File: config.mk
export PLATFORM = sky130hd
export DESIGN_NAME = issue_control_unit
export DESIGN_NICKNAME = d
export VERILOG_FILES = /design/src/rtl/issue_control_unit.sv
export SDC_FILE = /design/constraint.sdc
export NUM_CORES = 1
export LEC_CHECK = 0
export BUFFER_PORTS_ARGS = -buffer_cell sky130_fd_sc_hd__clkbuf_2
export CAP_MARGIN = 5
export CORE_ASPECT_RATIO = 2
export CORE_UTILIZATION = 50
export DETAILED_ROUTE_END_ITERATION = 10
export PLACE_DENSITY_LB_ADDON = 0.05
export SETUP_SLACK_MARGIN = 0.3
export SYNTH_ARGS = -nofsm -noshare
export SYNTH_HDL_FRONTEND = slang
export SYNTH_SLANG_ARGS = --single-unit
File: constraint.sdc
create_clock -name clk -period 3.7 [get_ports clk]
set_clock_uncertainty 0.05 [all_clocks]
set_input_delay 0.74 -clock clk [delete_from_list [all_inputs] [get_ports clk]]
set_output_delay 0.74 -clock clk [all_outputs]
set_load 0.05 [all_outputs]
File: src/rtl/issue_control_unit.sv
// rtl/issue_control_unit.sv - registered, handshaked opcode decoder with multi-cycle hold, flush and illegal counting
// One opcode per cycle from fetch becomes a registered control word for execute.

module issue_control_unit #(
    parameter int OPCODE_W  = 5,
    parameter int ENABLE_MD = 1,
    parameter int MUL_LAT   = 2,
    parameter int DIV_LAT   = 8,
    parameter int CNT_W     = 8
) (
    input  logic                clk,
    input  logic                rst_n,
    input  logic                in_valid,
    output logic                in_ready,
    input  logic [OPCODE_W-1:0] Opcode,
    input  logic                flush,
    output logic                out_valid,
    input  logic                out_ready,
    output logic                RegWrite,
    output logic                ResultSrc,
    output logic                MemWrite,
    output logic                Jump,
    output logic                ALUSrc,
    output logic                Cant_Byte,
    output logic [1:0]          Branch,
    output logic [2:0]          ALUControl,
    output logic [1:0]          ImmSrc,
    output logic                busy,
    output logic                illegal_op,
    output logic [CNT_W-1:0]    illegal_cnt
);

    localparam int MAX_LAT = (MUL_LAT > DIV_LAT) ? MUL_LAT : DIV_LAT;
    localparam int LAT_W   = (MAX_LAT < 2) ? 1 : $clog2(MAX_LAT);
    localparam bit MUL_MC  = (MUL_LAT > 1);
    localparam bit DIV_MC  = (DIV_LAT > 1);

    typedef enum logic [1:0] {
        S_IDLE = 2'd0,
        S_HOLD = 2'd1,
        S_WAIT = 2'd2
    } state_t;

    typedef struct packed {
        logic       reg_write;
        logic       result_src;
        logic       mem_write;
        logic       jump;
        logic       alu_src;
        logic       cant_byte;
        logic [1:0] branch;
        logic [2:0] alu_ctrl;
        logic [1:0] imm_src;
    } ctrl_t;

    state_t             state_q, state_d;
    ctrl_t              ctrl_q, ctrl_d;
    logic               held_mul_q, held_mul_d;
    logic               held_div_q, held_div_d;
    logic [LAT_W-1:0]   cnt_q, cnt_d;
    logic               out_valid_q, out_valid_d;
    logic               busy_q, busy_d;
    logic               illegal_q, illegal_d;
    logic [CNT_W-1:0]   illegal_cnt_q, illegal_cnt_d;

    ctrl_t              dec;
    logic               dec_hit;
    logic               dec_mul;
    logic               dec_div;
    logic               dec_legal;
    logic               upper_ok;
    logic               held_multi;
    logic               accept;

    assign upper_ok = ((Opcode >> 5) == '0);

    always_comb begin
        dec     = '0;
        dec_hit = 1'b1;
        dec_mul = 1'b0;
        dec_div = 1'b0;
        case (Opcode[4:0])
            5'b00000, 5'b00111, 5'b01000: dec.reg_write = 1'b1;
            5'b00010: begin dec.reg_write = 1'b1; dec.alu_ctrl = 3'b001; end
            5'b00011: begin dec.reg_write = 1'b1; dec.alu_ctrl = 3'b010; dec_mul = 1'b1; end
            5'b00100: begin dec.reg_write = 1'b1; dec.alu_ctrl = 3'b011; dec_div = 1'b1; end
            5'b00101: begin dec.reg_write = 1'b1; dec.alu_ctrl = 3'b100; dec_div = 1'b1; end
            5'b00001: begin
                dec.reg_write = 1'b1; dec.alu_src = 1'b1; dec.imm_src = 2'b01;
            end
            5'b00110: begin
                dec.reg_write = 1'b1; dec.alu_src = 1'b1; dec.alu_ctrl = 3'b101; dec.imm_src = 2'b01;
            end
            5'b01001: begin
                dec.reg_write = 1'b1; dec.alu_src = 1'b1; dec.alu_ctrl = 3'b110; dec.imm_src = 2'b10;
            end
            5'b01010: begin dec.mem_write = 1'b1; dec.cant_byte = 1'b1; end
            5'b01011: dec.mem_write = 1'b1;
            5'b01100: begin dec.reg_write = 1'b1; dec.result_src = 1'b1; dec.cant_byte = 1'b1; end
            5'b01101: begin dec.reg_write = 1'b1; dec.result_src = 1'b1; end
            5'b10000: begin dec.jump = 1'b1; dec.imm_src = 2'b11; dec.alu_src = 1'b1; end
            5'b10001: dec.alu_ctrl = 3'b001;
            5'b10010: begin dec.branch = 2'b01; dec.imm_src = 2'b11; dec.alu_src = 1'b1; end
            5'b10011: begin dec.branch = 2'b10; dec.imm_src = 2'b11; dec.alu_src = 1'b1; end
            5'b10100: begin dec.branch = 2'b11; dec.imm_src = 2'b11; dec.alu_src = 1'b1; end
            default:  dec_hit = 1'b0;
        endcase
    end

    // MULT/DIV/MOD are only legal when the multi-cycle datapath exists.
    assign dec_legal = dec_hit & upper_ok & ((ENABLE_MD != 0) | ~(dec_mul | dec_div));

    // A single-cycle latency MULT/DIV behaves exactly like an ordinary op.
    assign held_multi = (held_mul_q & MUL_MC) | (held_div_q & DIV_MC);

    assign in_ready = ~flush & ((state_q == S_IDLE) |
                                ((state_q == S_HOLD) & out_ready & ~held_multi));
    assign accept   = in_valid & in_ready;

    always_comb begin
        state_d       = state_q;
        ctrl_d        = ctrl_q;
        held_mul_d    = held_mul_q;
        held_div_d    = held_div_q;
        cnt_d         = cnt_q;
        illegal_d     = 1'b0;
        illegal_cnt_d = illegal_cnt_q;

        if (flush) begin
            state_d = S_IDLE;
            cnt_d   = '0;
        end else begin
            case (state_q)
                S_IDLE: begin
                    if (accept && dec_legal) begin
                        state_d = S_HOLD;
                    end
                end
                S_HOLD: begin
                    if (out_ready) begin
                        if (held_multi) begin
                            state_d = S_WAIT;
                            cnt_d   = held_mul_q ? LAT_W'(MUL_LAT - 1) : LAT_W'(DIV_LAT - 1);
                        end else if (accept && dec_legal) begin
                            state_d = S_HOLD;
                        end else begin
                            state_d = S_IDLE;
                        end
                    end
                end
                S_WAIT: begin
                    if (cnt_q <= LAT_W'(1)) begin
                        state_d = S_IDLE;
                        cnt_d   = '0;
                    end else begin
                        cnt_d   = cnt_q - LAT_W'(1);
                    end
                end
                default: begin
                    state_d = S_IDLE;
                    cnt_d   = '0;
                end
            endcase

            if (accept && dec_legal) begin
                ctrl_d     = dec;
                held_mul_d = dec_mul;
                held_div_d = dec_div;
            end
            if (accept && !dec_legal) begin
                illegal_d = 1'b1;
                if (illegal_cnt_q != '1) begin
                    illegal_cnt_d = illegal_cnt_q + CNT_W'(1);
                end
            end
        end

        out_valid_d = (state_d == S_HOLD);
        busy_d      = (state_d == S_WAIT);
    end

    always_ff @(posedge clk or negedge rst_n) begin
        if (!rst_n) begin
            state_q       <= S_IDLE;
            ctrl_q        <= '0;
            held_mul_q    <= 1'b0;
            held_div_q    <= 1'b0;
            cnt_q         <= '0;
            out_valid_q   <= 1'b0;
            busy_q        <= 1'b0;
            illegal_q     <= 1'b0;
            illegal_cnt_q <= '0;
        end else begin
            state_q       <= state_d;
            ctrl_q        <= ctrl_d;
            held_mul_q    <= held_mul_d;
            held_div_q    <= held_div_d;
            cnt_q         <= cnt_d;
            out_valid_q   <= out_valid_d;
            busy_q        <= busy_d;
            illegal_q     <= illegal_d;
            illegal_cnt_q <= illegal_cnt_d;
        end
    end

    assign out_valid   = out_valid_q;
    assign busy        = busy_q;
    assign illegal_op  = illegal_q;
    assign illegal_cnt = illegal_cnt_q;
    assign RegWrite    = ctrl_q.reg_write;
    assign ResultSrc   = ctrl_q.result_src;
    assign MemWrite    = ctrl_q.mem_write;
    assign Jump        = ctrl_q.jump;
    assign ALUSrc      = ctrl_q.alu_src;
    assign Cant_Byte   = ctrl_q.cant_byte;
    assign Branch      = ctrl_q.branch;
    assign ALUControl  = ctrl_q.alu_ctrl;
    assign ImmSrc      = ctrl_q.imm_src;

endmodule

# Word level (Yosys, flattened, before mapping)
# Cells that the tools add are included.
[totals]
regBits = 31
latch_bits = 0
ram_bits = 0
mem_bits_ro = 0
input_bits = 10
output_inout_bits = 25
elab_cells = 99
n_memories = 0
[op_classes]
add_sub_neg = 2
n_mul = 0
n_div = 0
n_lt_le_gt_ge = 1
eq_ne = 26
n_shift = 0
muxes = 27
bitwise = 8
n_reduce_logical = 18
[op_table]
columns = ["op", "n"]
rows = [
  ["$eq 5x4->1 const B", 6],
  ["$eq 5x5->1 const B", 5],
  ["$eq 5x3->1 const B", 4],
  ["$reduce_or 19->1", 1],
  ["$pmux 2 s3", 3],
  ["$pmux 3 s6", 1],
  ["$mux 3", 5],
  ["$mux 1", 12],
  ["$reduce_or 12->1", 1],
  ["$reduce_or 2->1", 6],
  ["$eq 5x2->1 const B", 2],
  ["$mux 2", 5],
  ["$pmux 3 s3", 1],
  ["$add 8x1->8 const B", 1],
  ["$ne 8x8->1 const B", 1],
  ["$reduce_or 7->1", 1],
  ["$ne 3x3->1 const B", 2],
  ["$reduce_and 3->1", 2],
  ["$eq 5x1->1 const B", 1],
  ["$logic_not 5->1", 1],
  ["$and 1x1->1", 4],
  ["$eq 2x1->1 const B", 2],
  ["$eq 2x2->1 const B", 2],
  ["$reduce_or 4->1", 1],
  ["other kinds (9)", 12],
]

# Longest topological paths before layout
[logic_depth]
word_depth = 13
depth_mapped = 7

# Least setup slack after synthesis
# OpenSTA, ideal clock, no wires.
[synth_path]
path_type = "input-to-output"
startpoint = "input out_ready"
endpoint = "output in_ready"
arrival_time_ns = 1.711
required_time_ns = 2.910
path_slack_ns = 1.199
path_stages = 3
path_buffers = 0
path_cell_list = "and4bb_2 -> nor2_1 -> nor2_1"
[synth_between]
elab_chain_cells = 4
[synth_lines]
columns = ["item", "line", "text"]
rows = [
  ["from (decl)", "18", "input logic out_ready,"],
  ["$and 1x1->1 (2 in series)", "117", "((state_q == S_HOLD) & out_ready & ~held_multi));"],
  ["$or 1x1->1", "116", "assign in_ready = ~flush & ((state_q == S_IDLE) |"],
  ["$and 1x1->1", "116", ""],
  ["to (decl)", "14", "output logic in_ready,"],
]
# No other way between the ends.

# Worst setup path after layout
[layout_path]
startpoint = "register state_q[1]"
endpoint = "output in_ready"
[layout_between]
elab_chain_cells = 5
[layout_lines]
columns = ["item", "line", "text"]
rows = [
  ["from (decl)", "56", "state_t state_q, state_d;"],
  ["from (signal assigned)", "194", "state_q <= state_d;"],
  ["$eq 2x1->1", "117", ""],
  ["$and 1x1->1 (2 in series)", "117", ""],
  ["$or 1x1->1 *", "116", ""],
  ["$and 1x1->1 *", "116", ""],
]
# Mark *: on every way between the ends. The rest lies on a longest branch, timed or not.

==> implementation parameters <==
Parameter                              Value

Outcome
  Status    finished clean

Worst setup path
  Timing startpoint of the critical path    state_q[1]
  Worst setup EP type    output pin
  Worst Path Class, Setup    flip-flop to output pin
  Worst-path fanout max    7
  Slack of the worst reg-to-reg path    1.53 ns
  CP Data Arrival Time    1.83 ns
  Startpoint type of the worst setup path    flip-flop
  Launching point of the worst reg2reg path    state_q[1]
  Data required time at the worst endpoint    slightly below 3 ns

Clock network
  H-Tree Level Count    2
  Clock tree from TritonCTS    yes
  Inserted Clock Buffers    5
  CTS max path bufs    2
  Number of gates resized after CTS    0
  Hold Buf Count CTS    0
  Master cell of the clock root buffer    clkbuf_8
  Sinks on the clock net    31
  Register clock-pin slew on the reported worst setup and hold paths    0.07 ns
  Clock insertion delay at the later pin of the skew report    ~0.27 ns
  Setup repair bufs after CTS    0

STA
  Transition time at the pin with the least slew margin    roughly 0.77 ns
  Setup TNS after final layout    0 ns
  Max-slew violation count    0
  Number of setup violations in the final report    0
  Post-route worst hold slack    roughly 0.47 ns
  Share of the clock period used by the worst path    70.81%
  Post-layout worst setup margin    approximately 1.1 ns
  Hold violation total from the final report    0
  Setup repair after global routing missed its margin    no
  FMAX    ~0.38 GHz
  Min Tclk post-route    2.620 ns
  Max-slew headroom at the worst pin    between 40 and 50%

Drt
  Total wire length    4295 microns
  Via/cell ratio    between 5 and 6
  Routed length per instance    around 17 microns
  TritonRoute pass-1 iters    4
  Final routed DRC violation total    0
  Count of vias placed by the detailed router    1497
  Remaining antenna violation count    0
  Iteration-0 DRC Markers    32

Logic synthesis
  FFs w/ async S/R, synth    100.0%
  Post-synthesis net count    about 190
  Yosys cell types    53
  Synth Flop Type    dfrtp_1
  Cell Area, Synth    around 1900 sq um
  Total of flip-flops plus latches after synthesis    31
  Portion of the post-synthesis area used by sequential elements    41.78%
  Average cell area after synthesis    10.49 sq um
  Number of enable flip-flop cells after synthesis    0
  Synth Warn #    0
  Gate Count Post-Synth    about 180

Global routing
  Maximum number of pins on one net before global-route repair    32
  Total congestion overflow after global routing    0
  Number of global-route vias before repair    1472
  Number of antenna violations at the first check in global routing    0
  Global-route wire length before repair    around 6700 microns
  Global router's overall resource usage    23.55%

Finish
  Layout cell share with drive strength beyond 1    approximately 30%
  Final std cells w/o fill    260
  Most used cells in the layout excluding fill and tap cells    clkbuf_2, dfrtp_1, o21ai_0
  Final-stage net count    between 200 and 250
  Area delta synth->final    15.43%
  Commonest non-fill, non-tap cell in the layout    clkbuf_2
  Number of antenna diodes    0

Placement
  Post-placement cell count    253
  Number of buffers added on ports    34
  Worst setup slack after placement    between 1 and 1.5 ns
  RePlAce Congestion    just under 0.9
  HPWL reported at the end of detailed placement    about 3200 microns

Die
  Die X-Extent    45.09 microns
  Num rows    31
  Die footprint    between 3000 and 4000 sq um
  Count of pins on the block boundary    35
  Height of the die    ~88 microns
  Starting density of the core    52.03%
  Core Box Area    roughly 3600 sq um

Power
  VDD IR-drop max    between 0.3 and 0.4 mV
  Reported leakage power    slightly above 1 nW
  Ratio of total power to cell area    around 480 nW/um^2

Hold path
  Class of the tightest hold or removal check    flip-flop to flip-flop
  Launch instance of the worst min-delay path    illegal_cnt[7]

Flow run
  Max-cap violations    0
-- metrics by stage --
stage | power (mW) | area (sq um) | utilization [%]
after floorplan | 0.6733 | 1857 | -
after global placement | 0.7531 | 2056 | 57.61
after detailed placement | 0.7614 | 2056 | 57.61
after CTS | 1.030 | 2143 | 60.06
after global routing | 1.074 | 2143 | 60.06
final | 1.019 | 2143 | 60.06
-- state kept, by name, summed over array words and instances, names as in the netlist --
signal / cells
ALUSrc: 1
cnt_q: 3
Branch: 2
held_mul_q: 1
held_div_q: 1
MemWrite: 1
RegWrite: 1
busy: 1
illegal_op: 1
illegal_cnt: 8
Cant_Byte: 1
out_valid: 1
state_q: 2
ResultSrc: 1
ImmSrc: 2
ALUControl: 3
Jump: 1
-- cells in the mapped netlist, drive strengths merged (3+ instances only) --
library cell  number  area share (%)
dfrtp             31              42
clkbuf             4            0.81
o21ai             16             4.9
a21oi              7             1.9
ha                 7             4.7
nand2b             8             2.7
xor2               7             3.3
mux2               9             5.5
o31ai              3             1.2
nand3              5             1.3
a31oi              3             1.0
nor4               3             1.0
nor3               5             1.6
nand2              4             1.2
inv               10             2.0
nor2               9             2.7
buf                3            0.94
-- power breakdown --
part / leakage, nW / switching, mW / internal (mW) / total, mW
logic: 0.555 / 0.244 / 0.0862 / 0.330
clock network: 0.0470 / 0.121 / 0.146 / 0.267
registers: 0.418 / 0.0424 / 0.380 / 0.423
-- layer usage --
| layer | wire [microns] | up-vias | global-route usage, % |
|---|---|---|---|
| li1 | - | 727 | - |
| met4 | 76 | 0 | 9.642 |
| met3 | 143 | 8 | 4.330 |
| met1 | 1617 | 715 | 24.31 |
| met5 | 0 | - | 0 |
| met2 | 2458 | 47 | 43.87 |
-- path summary, 6_finish.rpt --
path                                  endpoint  cells after the start
worst max-delay path                  in_ready                      6
worst min-delay path            illegal_cnt[7]                      1
worst max register to register      state_q[1]                      6
worst min register to register  illegal_cnt[7]                      1
max in group asynchronous             RegWrite                      1
min in group asynchronous             cnt_q[0]                      1
-- kinds of logic (layout without fill, tap and decap cells) --
family                     Yosys count  in the layout  synth area share (%)
and+or+nand+nor                     55             55                 19.47
adders and majority gates            7              7                 4.717
DFF                                 31             31                 41.78
buffers and inverters               17             51                 3.774
muxes                                9              9                 5.458
xor gates and xnor gates             7              7                 3.302
AOI/OAI and AO/OA                   51             51                 21.50
-- worst max-delay path: stages (launching register included) --
cell and delay, ns:
dfrtp_1 0.43, inv_1 0.10, ha_1 0.29, and4bb_2 0.33
nor2_1 0.05, nor2_1 0.09, clkbuf_2 0.27
-- cell type report --
cell class | count | area [sq um]
clock inverters | 1 | 5.005
inverters | 10 | 37.54
repair buffers | 34 | 170.2
clock buffers | 6 | 82.58
well taps | 49 | 61.31
fillers | 336 | 1425
multi-input cells | 129 | 1011
flip-flops and latches | 31 | 775.7
No activity file was read; power rests on OpenSTA's default activity.
